<file path="config.mk">
export PLATFORM = sky130hd
export DESIGN_NAME = nvdla_cacc_grp_sched
export DESIGN_NICKNAME = d
export VERILOG_FILES = /design/src/rtl/nvdla_cacc_grp_sched_pkg.sv /design/src/rtl/nvdla_cacc_grp_fsm.sv /design/src/rtl/nvdla_cacc_grp_sched.sv
export SDC_FILE = /design/constraint.sdc
export NUM_CORES = 1
export LEC_CHECK = 0
export ABC_AREA = 0
export BUFFER_PORTS_ARGS = -buffer_cell sky130_fd_sc_hd__buf_2
export CORE_AREA = 4 4 41 43
export CTS_CLUSTER_DIAMETER = 150
export DETAILED_ROUTE_END_ITERATION = 10
export DIE_AREA = 0 0 45 47
export SLEW_MARGIN = 0
export SYNTH_ARGS = -nofsm -noshare
export SYNTH_HDL_FRONTEND = slang
export SYNTH_SLANG_ARGS = --single-unit
</file>
<file path="constraint.sdc">
create_clock -name nvdla_core_clk -period 1.69 [get_ports nvdla_core_clk]
set_input_delay 0.0845 -clock nvdla_core_clk [delete_from_list [all_inputs] [get_ports nvdla_core_clk]]
set_output_delay 0.0845 -clock nvdla_core_clk [all_outputs]
set_load 0.1 [all_outputs]
</file>
<file path="src/rtl/nvdla_cacc_grp_sched_pkg.sv">
// Shared definitions for the CACC ping-pong register-group scheduler.
// Holds the status encoding seen by software on status_0/status_1.
package nvdla_cacc_grp_sched_pkg;

   localparam int GRP_NUM = 2;

   typedef enum logic [1:0] {
      ST_IDLE    = 2'd0,
      ST_RUNNING = 2'd1,
      ST_PENDING = 2'd2
   } grp_status_t;

endpackage : nvdla_cacc_grp_sched_pkg

</file>
<file path="src/rtl/nvdla_cacc_grp_fsm.sv">
// Per-group state machine: IDLE -> PENDING on trigger, PENDING -> RUNNING on
// launch, RUNNING -> IDLE on done. Qualification of the events lives in the top.
module nvdla_cacc_grp_fsm
   import nvdla_cacc_grp_sched_pkg::*;
(
   input  logic        nvdla_core_clk,
   input  logic        nvdla_core_rstn,
   input  logic        trig,
   input  logic        launch,
   input  logic        done,
   output grp_status_t status
);

   grp_status_t state_q;
   grp_status_t state_d;

   // NOTE: sequential state uses non-blocking assignments so every flop samples
   // the pre-edge value of its inputs, independent of process ordering.
   always_ff @(posedge nvdla_core_clk or negedge nvdla_core_rstn) begin
      if (!nvdla_core_rstn) begin
         state_q <= ST_IDLE;
      end else begin
         state_q <= state_d;
      end
   end

   // NOTE: next state is defaulted to the current state first, so no path
   // through this block leaves state_d unassigned and no latch is inferred.
   always_comb begin
      state_d = state_q;
      unique case (state_q)
         ST_IDLE:    if (trig)   state_d = ST_PENDING;
         ST_PENDING: if (launch) state_d = ST_RUNNING;
         ST_RUNNING: if (done)   state_d = ST_IDLE;
         default:    state_d = ST_IDLE;
      endcase
   end

   assign status = state_q;

endmodule : nvdla_cacc_grp_fsm

</file>
<file path="src/rtl/nvdla_cacc_grp_sched.sv">
// Ping-pong scheduler for two CACC register groups: accepts op_en triggers,
// launches layers strictly in consumer order and reports completion/errors.
module nvdla_cacc_grp_sched
   import nvdla_cacc_grp_sched_pkg::*;
(
   input  logic       nvdla_core_clk,
   input  logic       nvdla_core_rstn,
   input  logic       producer,
   input  logic       op_en_wr,
   input  logic       dp2reg_done,
   output logic       consumer,
   output logic [1:0] status_0,
   output logic [1:0] status_1,
   output logic       reg2dp_op_en,
   output logic       layer_start,
   output logic [1:0] done_intr,
   output logic       sched_err
);

   grp_status_t              st0;
   grp_status_t              st1;
   grp_status_t              cons_st;
   grp_status_t              prod_st;
   logic [GRP_NUM-1:0]       accept;
   logic [GRP_NUM-1:0]       launch;
   logic [GRP_NUM-1:0]       done_grp;
   logic                     running_any;
   logic                     launch_any;
   logic                     done_valid;
   logic                     err_now;

   always_comb begin
      cons_st     = consumer ? st1 : st0;
      prod_st     = producer ? st1 : st0;
      running_any = (st0 == ST_RUNNING) || (st1 == ST_RUNNING);

      // A trigger only lands on an IDLE group; anything else is a software error.
      accept      = '0;
      accept[0]   = op_en_wr && (producer == 1'b0) && (st0 == ST_IDLE);
      accept[1]   = op_en_wr && (producer == 1'b1) && (st1 == ST_IDLE);

      // Only the consumer group may launch, which enforces strict ping-pong order.
      launch_any  = (cons_st == ST_PENDING) && !running_any;
      launch      = '0;
      launch[consumer] = launch_any;

      done_valid  = dp2reg_done && (cons_st == ST_RUNNING);
      done_grp    = '0;
      done_grp[consumer] = done_valid;

      err_now     = (op_en_wr && (prod_st != ST_IDLE)) || (dp2reg_done && !done_valid);
   end

   nvdla_cacc_grp_fsm u_grp0 (
      .nvdla_core_clk  (nvdla_core_clk),
      .nvdla_core_rstn (nvdla_core_rstn),
      .trig            (accept[0]),
      .launch          (launch[0]),
      .done            (done_grp[0]),
      .status          (st0)
   );

   nvdla_cacc_grp_fsm u_grp1 (
      .nvdla_core_clk  (nvdla_core_clk),
      .nvdla_core_rstn (nvdla_core_rstn),
      .trig            (accept[1]),
      .launch          (launch[1]),
      .done            (done_grp[1]),
      .status          (st1)
   );

   // reg2dp_op_en tracks the next-cycle RUNNING state of the next-cycle consumer.
   always_ff @(posedge nvdla_core_clk or negedge nvdla_core_rstn) begin
      if (!nvdla_core_rstn) begin
         consumer     <= 1'b0;
         layer_start  <= 1'b0;
         done_intr    <= 2'b00;
         reg2dp_op_en <= 1'b0;
         sched_err    <= 1'b0;
      end else begin
         consumer     <= consumer ^ done_valid;
         layer_start  <= launch_any;
         done_intr    <= done_grp;
         reg2dp_op_en <= launch_any || ((cons_st == ST_RUNNING) && !done_valid);
         sched_err    <= sched_err | err_now;
      end
   end

   assign status_0 = st0;
   assign status_1 = st1;

endmodule : nvdla_cacc_grp_sched

</file>
==> results of run 1 <==
[layout make-up]
| cell class | count | area, um^2 | share of cell area |
|---|---|---|---|
| repair buffers | 15 | 80.1 | 0.147 |
| multi-input cells | 22 | 154 | 0.283 |
| clock buffers | 4 | 26.3 | 0.0484 |
| flip-flops and latches | 10 | 256 | 0.472 |
| well taps | 15 | 18.8 | 0.0346 |
| inverters | 2 | 7.51 | 0.0138 |
[synthesized netlist by cell type, types with 2 or more instances]
| master | n |
|---|---|
| dfrtp_1 | 10 |
| nand2b_1 | 3 |
| o21ai_0 | 3 |
| a311oi_1 | 2 |
| ha_1 | 2 |
| inv_1 | 2 |
| nor2_1 | 2 |
| nor2b_1 | 2 |
| o211ai_1 | 2 |
[placed cells by master (no fill, tap or decap)]
cell            n
a211o_1         1
a21oi_1         1
a311oi_1        2
buf_2          14
clkbuf_1        1
clkbuf_4        3
dfrtp_1         5
dfrtp_2         5
dlygate4sd3_1   1
ha_1            2
inv_1           2
mux2_2          1
nand2_1         1
nand2b_1        3
nand3_1         1
nand4b_1        1
nor2_1          2
nor2b_1         2
o211ai_1        2
o21ai_0         3
[timing repair]
item	in CTS	in global routing
buffers inserted	0	0
endpoints found under the hold margin	10	0
resized for setup	0	0
hold buffers	1	0
[stage by stage]
| step | utilization | hold WS, ps | setup slack (ps) |
|---|---|---|---|
| floorplan | - | -211 | 2.24 |
| global placement | 0.389 | -46.5 | 200 |
| detailed placement | 0.389 | -46.9 | 184 |
| CTS | 0.417 | 52.8 | 165 |
| global route | 0.417 | 59.8 | 64.8 |
| finish | 0.417 | 63.8 | 170 |
[registers in the layout (all words and copies together), names as in the netlist]
signal         cells
consumer           1
layer_start        1
reg2dp_op_en       1
u_grp0.status      2
sched_err          1
u_grp1.status      2
done_intr          2
[worst max-delay path, delay by kind of cell (launching register included)]
family,cells,cell delay [ps]
AOI/OAI and AO/OA,1,90
adders and majority gates,1,200
DFF,1,430
muxes,1,310
and+or+nand+nor,2,360
[worst max path at each step]
stage / depth (start not counted) / slack (ps) / endpoint / from
global route: 5 / 60 / u_grp0.status[0] / u_grp1.status[1]
finish: 5 / 170 / u_grp0.status[0] / u_grp1.status[1]
global placement: 5 / 200 / u_grp0.status[0] / u_grp1.status[1]
floorplan: 5 / 2 / u_grp1.status[0] / u_grp1.status[1]
detailed placement: 5 / 180 / u_grp0.status[0] / u_grp1.status[1]
CTS: 5 / 160 / u_grp0.status[0] / u_grp1.status[1]
[kinds of logic (layout without fill, tap and decap cells)]
logic type,Yosys count,after routing,synth area share
muxes,1,1,0.0274
adders and majority gates,2,2,0.0608
buffers and inverters,2,21,0.0182
DFF,10,10,0.608
AOI/OAI and AO/OA,9,9,0.149
and+or+nand+nor,10,10,0.137
[per-layer routing]
metal	GRT usage	vias up	wire, um
li1	-	159	-
met1	0.106	152	342
met2	0.147	12	360
met3	0.0690	2	74
met4	0.0351	0	5
met5	0	-	0
==> results.py, run 1 <==
metrics = {
    "die": {
        "start_util": 0.316,
        "top_level_ports": 15,
        "dieArea_um2": 2120,
        "rows": 13,
        "die_h_um": 47,
        "core-area_um2": 1300,
        "fp.dieW_um": 45,
    },
    "route": {
        "wl_per_cell_um": 11.5,
        "drc": 0,
        "vias_per_cell": 4.78,
        "antenna_left": 0,
        "drt_iter0_drc": 4,
        "first_pass_iters": 2,
        "vias": 325,
        "wirelength_um": 782,
    },
    "global_routing": {
        "antenna_found_initial": 0,
        "grt_max_degree": 11,
        "grt_pass1_wl_mm": 1.38,
        "gr-total-overflow": 0,
        "grt_pass1_vias": 323,
        "grt_use_total": 0.0967,
    },
    "timing": {
        "period_needed_ps": 1520,
        "final_hold_viol_count": 0,
        "maxSlewViolCount": 0,
        "clock.fmax_mhz": 658,
        "relSlewSlack": 0.678,
        "worstMarginPinSlew_ps": 487,
        "skew_ps": 8.39,
        "finalSetupViolations": 0,
        "rsz0062_at_grt": "no",
        "fin_crit_sh": 0.899,
        "tns_ps": 0,
    },
    "final_layout": {
        "drive_gt1_frac": 0.434,
        "fin_nets": 61,
        "diodes": 0,
        "instances_no_fill": 68,
        "n_fill_cell": 147,
        "stdcell_area_um2": 543,
        "syn_to_final_growth_pct": 31.9,
    },
    "critical_path": {
        "cp.required_ps": 1820,
        "max_stage_delay_ps": 430,
        "cp-end-kind": "register",
        "r2r_slack_ps": 170,
        "crit_type": "register to register",
        "r2r_end": "u_grp0.status[0]",
        "reg2reg_depth": 5,
        "cp_cell_sequence": "nand2b_1 > mux2_2 > nor2b_1 > ha_1 > o21ai_0",
        "cp_max_fo": 6,
        "r2r_start": "u_grp1.status[1]",
        "arrival_ps": 1650,
        "cpMaxStageDelayCell": "dfrtp_2",
        "crit_path_start_kind": "register",
    },
    "placed_design": {
        "dpl-instance-area_um2": 507,
        "dp_cells": 63,
        "portBuffers": 14,
        "dpl.hpwl_um": 628,
        "place.gp.congestion": 0.739,
    },
    "clock_network": {
        "cts-root-buf": "clkbuf_4",
        "cts-buffers-inserted": 3,
        "clk_latency_ps": 260,
        "cts_max_level": 1,
        "clockBufferDepth": 2,
        "cts.sinks": 10,
        "cts_tree": "yes",
        "clkTransAtPathRegs_ps": 70,
    },
    "synth": {
        "yosys-top-cells-area": "dfrtp_1 61%, ha_1 6.1%, nand2b_1 4.6%, a311oi_1 4.3%, o21ai_0 3.6%",
        "synth_edf_count": 0,
        "yosys_most_used_dff": "dfrtp_1",
        "syn_nets": 41,
        "yosysUniqueCellTypes": 15,
        "ys_warn_count": 0,
        "synth_top_area_share": 0.608,
        "yosysSeqAreaShare": 0.608,
        "synthArstFlopShare": 1.00,
        "synthesis.instances": 34,
        "synth_area_per_cell_um2": 12.1,
        "netlist_area_um2": 412,
        "synth-seq-cells": 10,
        "yosysTopAreaCell": "dfrtp_1",
    },
    "min_path": {
        "min_to": "sched_err",
        "worstHoldStart": "dp2reg_done",
        "hold_depth": 2,
        "hp-class": "primary input to register",
    },
    "run_status": {
        "status": "complete, no violations",
    },
    "flow_run": {
        "maxCapViolations": 0,
    },
}
Power of run 1 is left out: the tool's default activity adds up to more than one toggle a clock period on the data nets, which glitch-free logic cannot reach.
==> run 2, diff against run 1 <==
- RECOVER_POWER: unset -> 50
==> results.py, run 2 (same netlist as run 1, synthesis figures left out) <==
metrics = {
    "run_status": {
        "status": "complete, no violations",
    },
    "placed_design": {
        "portBuffers": 14,
        "dpl-instance-area_um2": 507,
        "dpl.hpwl_um": 628,
        "place.gp.congestion": 0.739,
    },
    "route": {
        "met2_length_um": 359,
        "wl_met3_um": 67,
        "route.layer.met1.wl_um": 347,
        "drt_iter0_drc": 4,
        "antenna_left": 0,
        "first_pass_iters": 2,
        "vias": 325,
        "wl_per_cell_um": 11.5,
        "vias_per_cell": 4.78,
        "highest_layer": "met4",
        "drc": 0,
        "wirelength_um": 780,
    },
    "die": {
        "fp.dieW_um": 45,
        "dieArea_um2": 2120,
        "die_h_um": 47,
        "top_level_ports": 15,
        "start_util": 0.316,
        "rows": 13,
        "core-area_um2": 1300,
    },
    "timing": {
        "skew_ps": 8.38,
        "relSlewSlack": 0.641,
        "maxSlewViolCount": 0,
        "rsz0062_at_grt": "no",
        "clock.fmax_mhz": 658,
        "fin_crit_sh": 0.899,
        "period_needed_ps": 1520,
        "tns_ps": 0,
        "worstMarginPinSlew_ps": 540,
        "final_hold_viol_count": 0,
        "finalSetupViolations": 0,
    },
    "clock_network": {
        "cts_max_level": 1,
        "cts_tree": "yes",
        "cts.sinks": 10,
        "clk_latency_ps": 260,
        "clockBufferDepth": 2,
        "cts_resized": 0,
        "cts-root-buf": "clkbuf_4",
        "clkTransAtPathRegs_ps": 70,
        "cts-buffers-inserted": 3,
        "hold_buffers": 1,
        "post-cts-setup-buffers": 0,
    },
    "final_layout": {
        "diodes": 0,
        "drive_gt1_frac": 0.396,
        "final_cell_mix": "11 x buf_2, 6 x dfrtp_1, 4 x dfrtp_2",
        "fin_nets": 61,
        "syn_to_final_growth_pct": 31.3,
        "final_common_cell": "buf_2",
        "stdcell_area_um2": 541,
    },
    "critical_path": {
        "crit_type": "register to register",
        "arrival_ps": 1650,
        "cp-end-kind": "register",
        "cp.required_ps": 1820,
        "cp_max_fo": 6,
        "crit_path_start_kind": "register",
    },
    "global_routing": {
        "grt_pass1_wl_mm": 1.38,
        "gr-total-overflow": 0,
        "grt_pass1_vias": 323,
        "grt_max_degree": 11,
        "grt_use_total": 0.0967,
        "antenna_found_initial": 0,
    },
    "flow_run": {
        "maxCapViolations": 0,
    },
    "min_path": {
        "hp-class": "primary input to register",
    },
}
[run 2: cell types whose count changed in the layout (fill, tap and decap cells not counted), sizes merged]
cell / before / now
buf: 14 / 11
clkbuf: 4 / 7
[run 2: path summary, 6_finish.rpt]
check	from	endpoint	slack, ps	depth (start not counted)
max in group asynchronous	nvdla_core_rstn	u_grp0.status[0]	1000	2
max	u_grp1.status[1]	u_grp0.status[0]	170	5
min	dp2reg_done	sched_err	60	2
min in group asynchronous	nvdla_core_rstn	done_intr[1]	300	2
min reg2reg	sched_err	sched_err	460	1
max reg2reg	u_grp1.status[1]	u_grp0.status[0]	170	5
[run 2: metrics by stage]
stage	cells	setup WS [ps]	hold slack, ps	util
2_1_floorplan	34	2.24	-211	-
3_3_place_gp	63	200	-46.5	0.389
5_1_grt	68	64.8	59.8	0.415
4_1_cts	68	165	52.8	0.417
3_5_place_dp	63	184	-46.9	0.389
6_report	68	170	63.8	0.415
[run 2: layout make-up]
cell class / instances / area (um^2)
inverter: 2 / 7.51
tap: 15 / 18.8
sequential: 10 / 255
timing repair buffer: 15 / 78.8
clock buffer: 4 / 26.3
fill: 148 / 761
multi-input combinational: 22 / 154
[run 2: worst max-delay path, cell delays in order (launching register included)]
cell and delay (ps):
dfrtp_2 430, nand2b_1 200, mux2_2 310, nor2b_1 160, ha_1 200, o21ai_0 90
[run 2: layer usage]
| layer | vias up | track usage |
|---|---|---|
| met4 | 0 | 0.0351 |
| met2 | 12 | 0.147 |
| li1 | 159 | - |
| met3 | 2 | 0.0690 |
| met1 | 152 | 0.106 |
| met5 | - | 0 |
Power of run 2 is left out for the same reason.
==> run 3, diff against run 2 <==
- REMOVE_ABC_BUFFERS: unset -> 1
==> results.py, run 3 (same netlist as run 1, synthesis figures left out) <==
metrics = {
    "route": {
        "first_pass_iters": 4,
        "drt_iter0_drc": 2,
        "antenna_left": 0,
        "wl_per_cell_um": 12.3,
        "highest_layer": "met3",
        "wirelength_um": 860,
        "vias": 320,
        "wl_met3_um": 93,
        "drc": 0,
        "route.layer.met1.wl_um": 375,
        "vias_per_cell": 4.57,
        "met2_length_um": 392,
    },
    "die": {
        "fp.dieW_um": 45,
        "rows": 13,
        "start_util": 0.316,
        "top_level_ports": 15,
        "dieArea_um2": 2120,
        "core-area_um2": 1300,
        "die_h_um": 47,
    },
    "timing": {
        "finalSetupViolations": 0,
        "maxSlewViolCount": 0,
        "clock.fmax_mhz": 673,
        "rsz0062_at_grt": "no",
        "relSlewSlack": 0.641,
        "skew_ps": 8.66,
        "fin_crit_sh": 0.879,
        "worstMarginPinSlew_ps": 541,
        "final_hold_viol_count": 0,
        "period_needed_ps": 1490,
    },
    "placed_design": {
        "place.gp.congestion": 0.805,
        "dpl.hpwl_um": 675,
        "dp_cells": 65,
        "portBuffers": 14,
    },
    "clock_network": {
        "cts-root-buf": "clkbuf_4",
        "cts_max_level": 1,
        "cts_tree": "yes",
        "clk_latency_ps": 280,
        "clockBufferDepth": 2,
        "cts_resized": 0,
        "clkTransAtPathRegs_ps": 70,
        "post-cts-setup-buffers": 0,
        "cts.sinks": 10,
        "cts-buffers-inserted": 3,
        "hold_buffers": 1,
    },
    "global_routing": {
        "grt_pass1_wl_mm": 1.42,
        "grt_max_degree": 11,
        "gr-total-overflow": 0,
        "antenna_found_initial": 0,
        "grt_use_total": 0.0993,
        "grt_pass1_vias": 334,
    },
    "critical_path": {
        "reg2reg_depth": 5,
        "crit_type": "register to register",
        "r2r_end": "u_grp1.status[0]",
        "cp_max_fo": 6,
        "cp.required_ps": 1840,
        "cp-end-kind": "register",
        "r2r_slack_ps": 200,
        "crit_path_start_kind": "register",
        "arrival_ps": 1640,
        "r2r_start": "u_grp1.status[1]",
    },
    "final_layout": {
        "syn_to_final_growth_pct": 36.2,
        "instances_no_fill": 70,
        "drive_gt1_frac": 0.364,
        "final_cell_mix": "11 x buf_2, 10 x dfrtp_1, 3 x nand2b_1, 3 x o21ai_0, 3 x clkbuf_4",
        "fin_nets": 63,
        "diodes": 0,
        "final_common_cell": "buf_2",
    },
    "min_path": {
        "min_to": "reg2dp_op_en",
        "hp-class": "primary input to register",
        "worstHoldStart": "dp2reg_done",
        "hold_depth": 2,
    },
    "flow_run": {
        "maxCapViolations": 0,
    },
    "run_status": {
        "status": "complete, no violations",
    },
}
run 3: worst max-delay path by stage:
stage	from	endpoint	slack, ps	cells after the start
floorplan	u_grp0.status[0]	u_grp1.status[0]	-300	5
global placement	u_grp1.status[1]	u_grp0.status[0]	210	5
detailed placement	u_grp1.status[1]	u_grp0.status[0]	190	5
CTS	u_grp1.status[1]	u_grp1.status[0]	190	5
global route	u_grp1.status[1]	u_grp1.status[0]	60	5
finish	u_grp1.status[1]	u_grp1.status[0]	200	5
run 3: cell type report:
| cell class | instances | area, um^2 |
|---|---|---|
| well taps | 15 | 18.8 |
| inverters | 2 | 7.51 |
| flip-flops and latches | 10 | 250 |
| fillers | 137 | 741 |
| clock buffers | 4 | 36.3 |
| repair buffers | 17 | 93.8 |
| multi-input cells | 22 | 154 |
run 3: worst max-delay path: stages, from the launching register on:
cell,delay [ps]
dfrtp_1,420
nand2b_1,210
mux2_2,310
nor2b_1,160
ha_1,180
o21ai_0,90
run 3: stage by stage:
step                area (um^2)   util  setup TNS [ps]  hold slack [ps]  setup WS, ps
floorplan                   412      -           -1360             -211          -299
global placement            515  0.396               0            -49.9           206
detailed placement          515  0.396               0            -48.9           191
CTS                         562  0.432               0             56.0           185
global route                561  0.431               0             52.4          62.1
finish                      561  0.431               0             51.8           204
run 3: routing by layer:
| layer | GRT usage | vias up |
|---|---|---|
| li1 | - | 168 |
| met1 | 0.111 | 140 |
| met2 | 0.150 | 12 |
| met3 | 0.0690 | 0 |
| met4 | 0.0351 | 0 |
| met5 | 0 | - |
Power of run 3 is left out for the same reason.
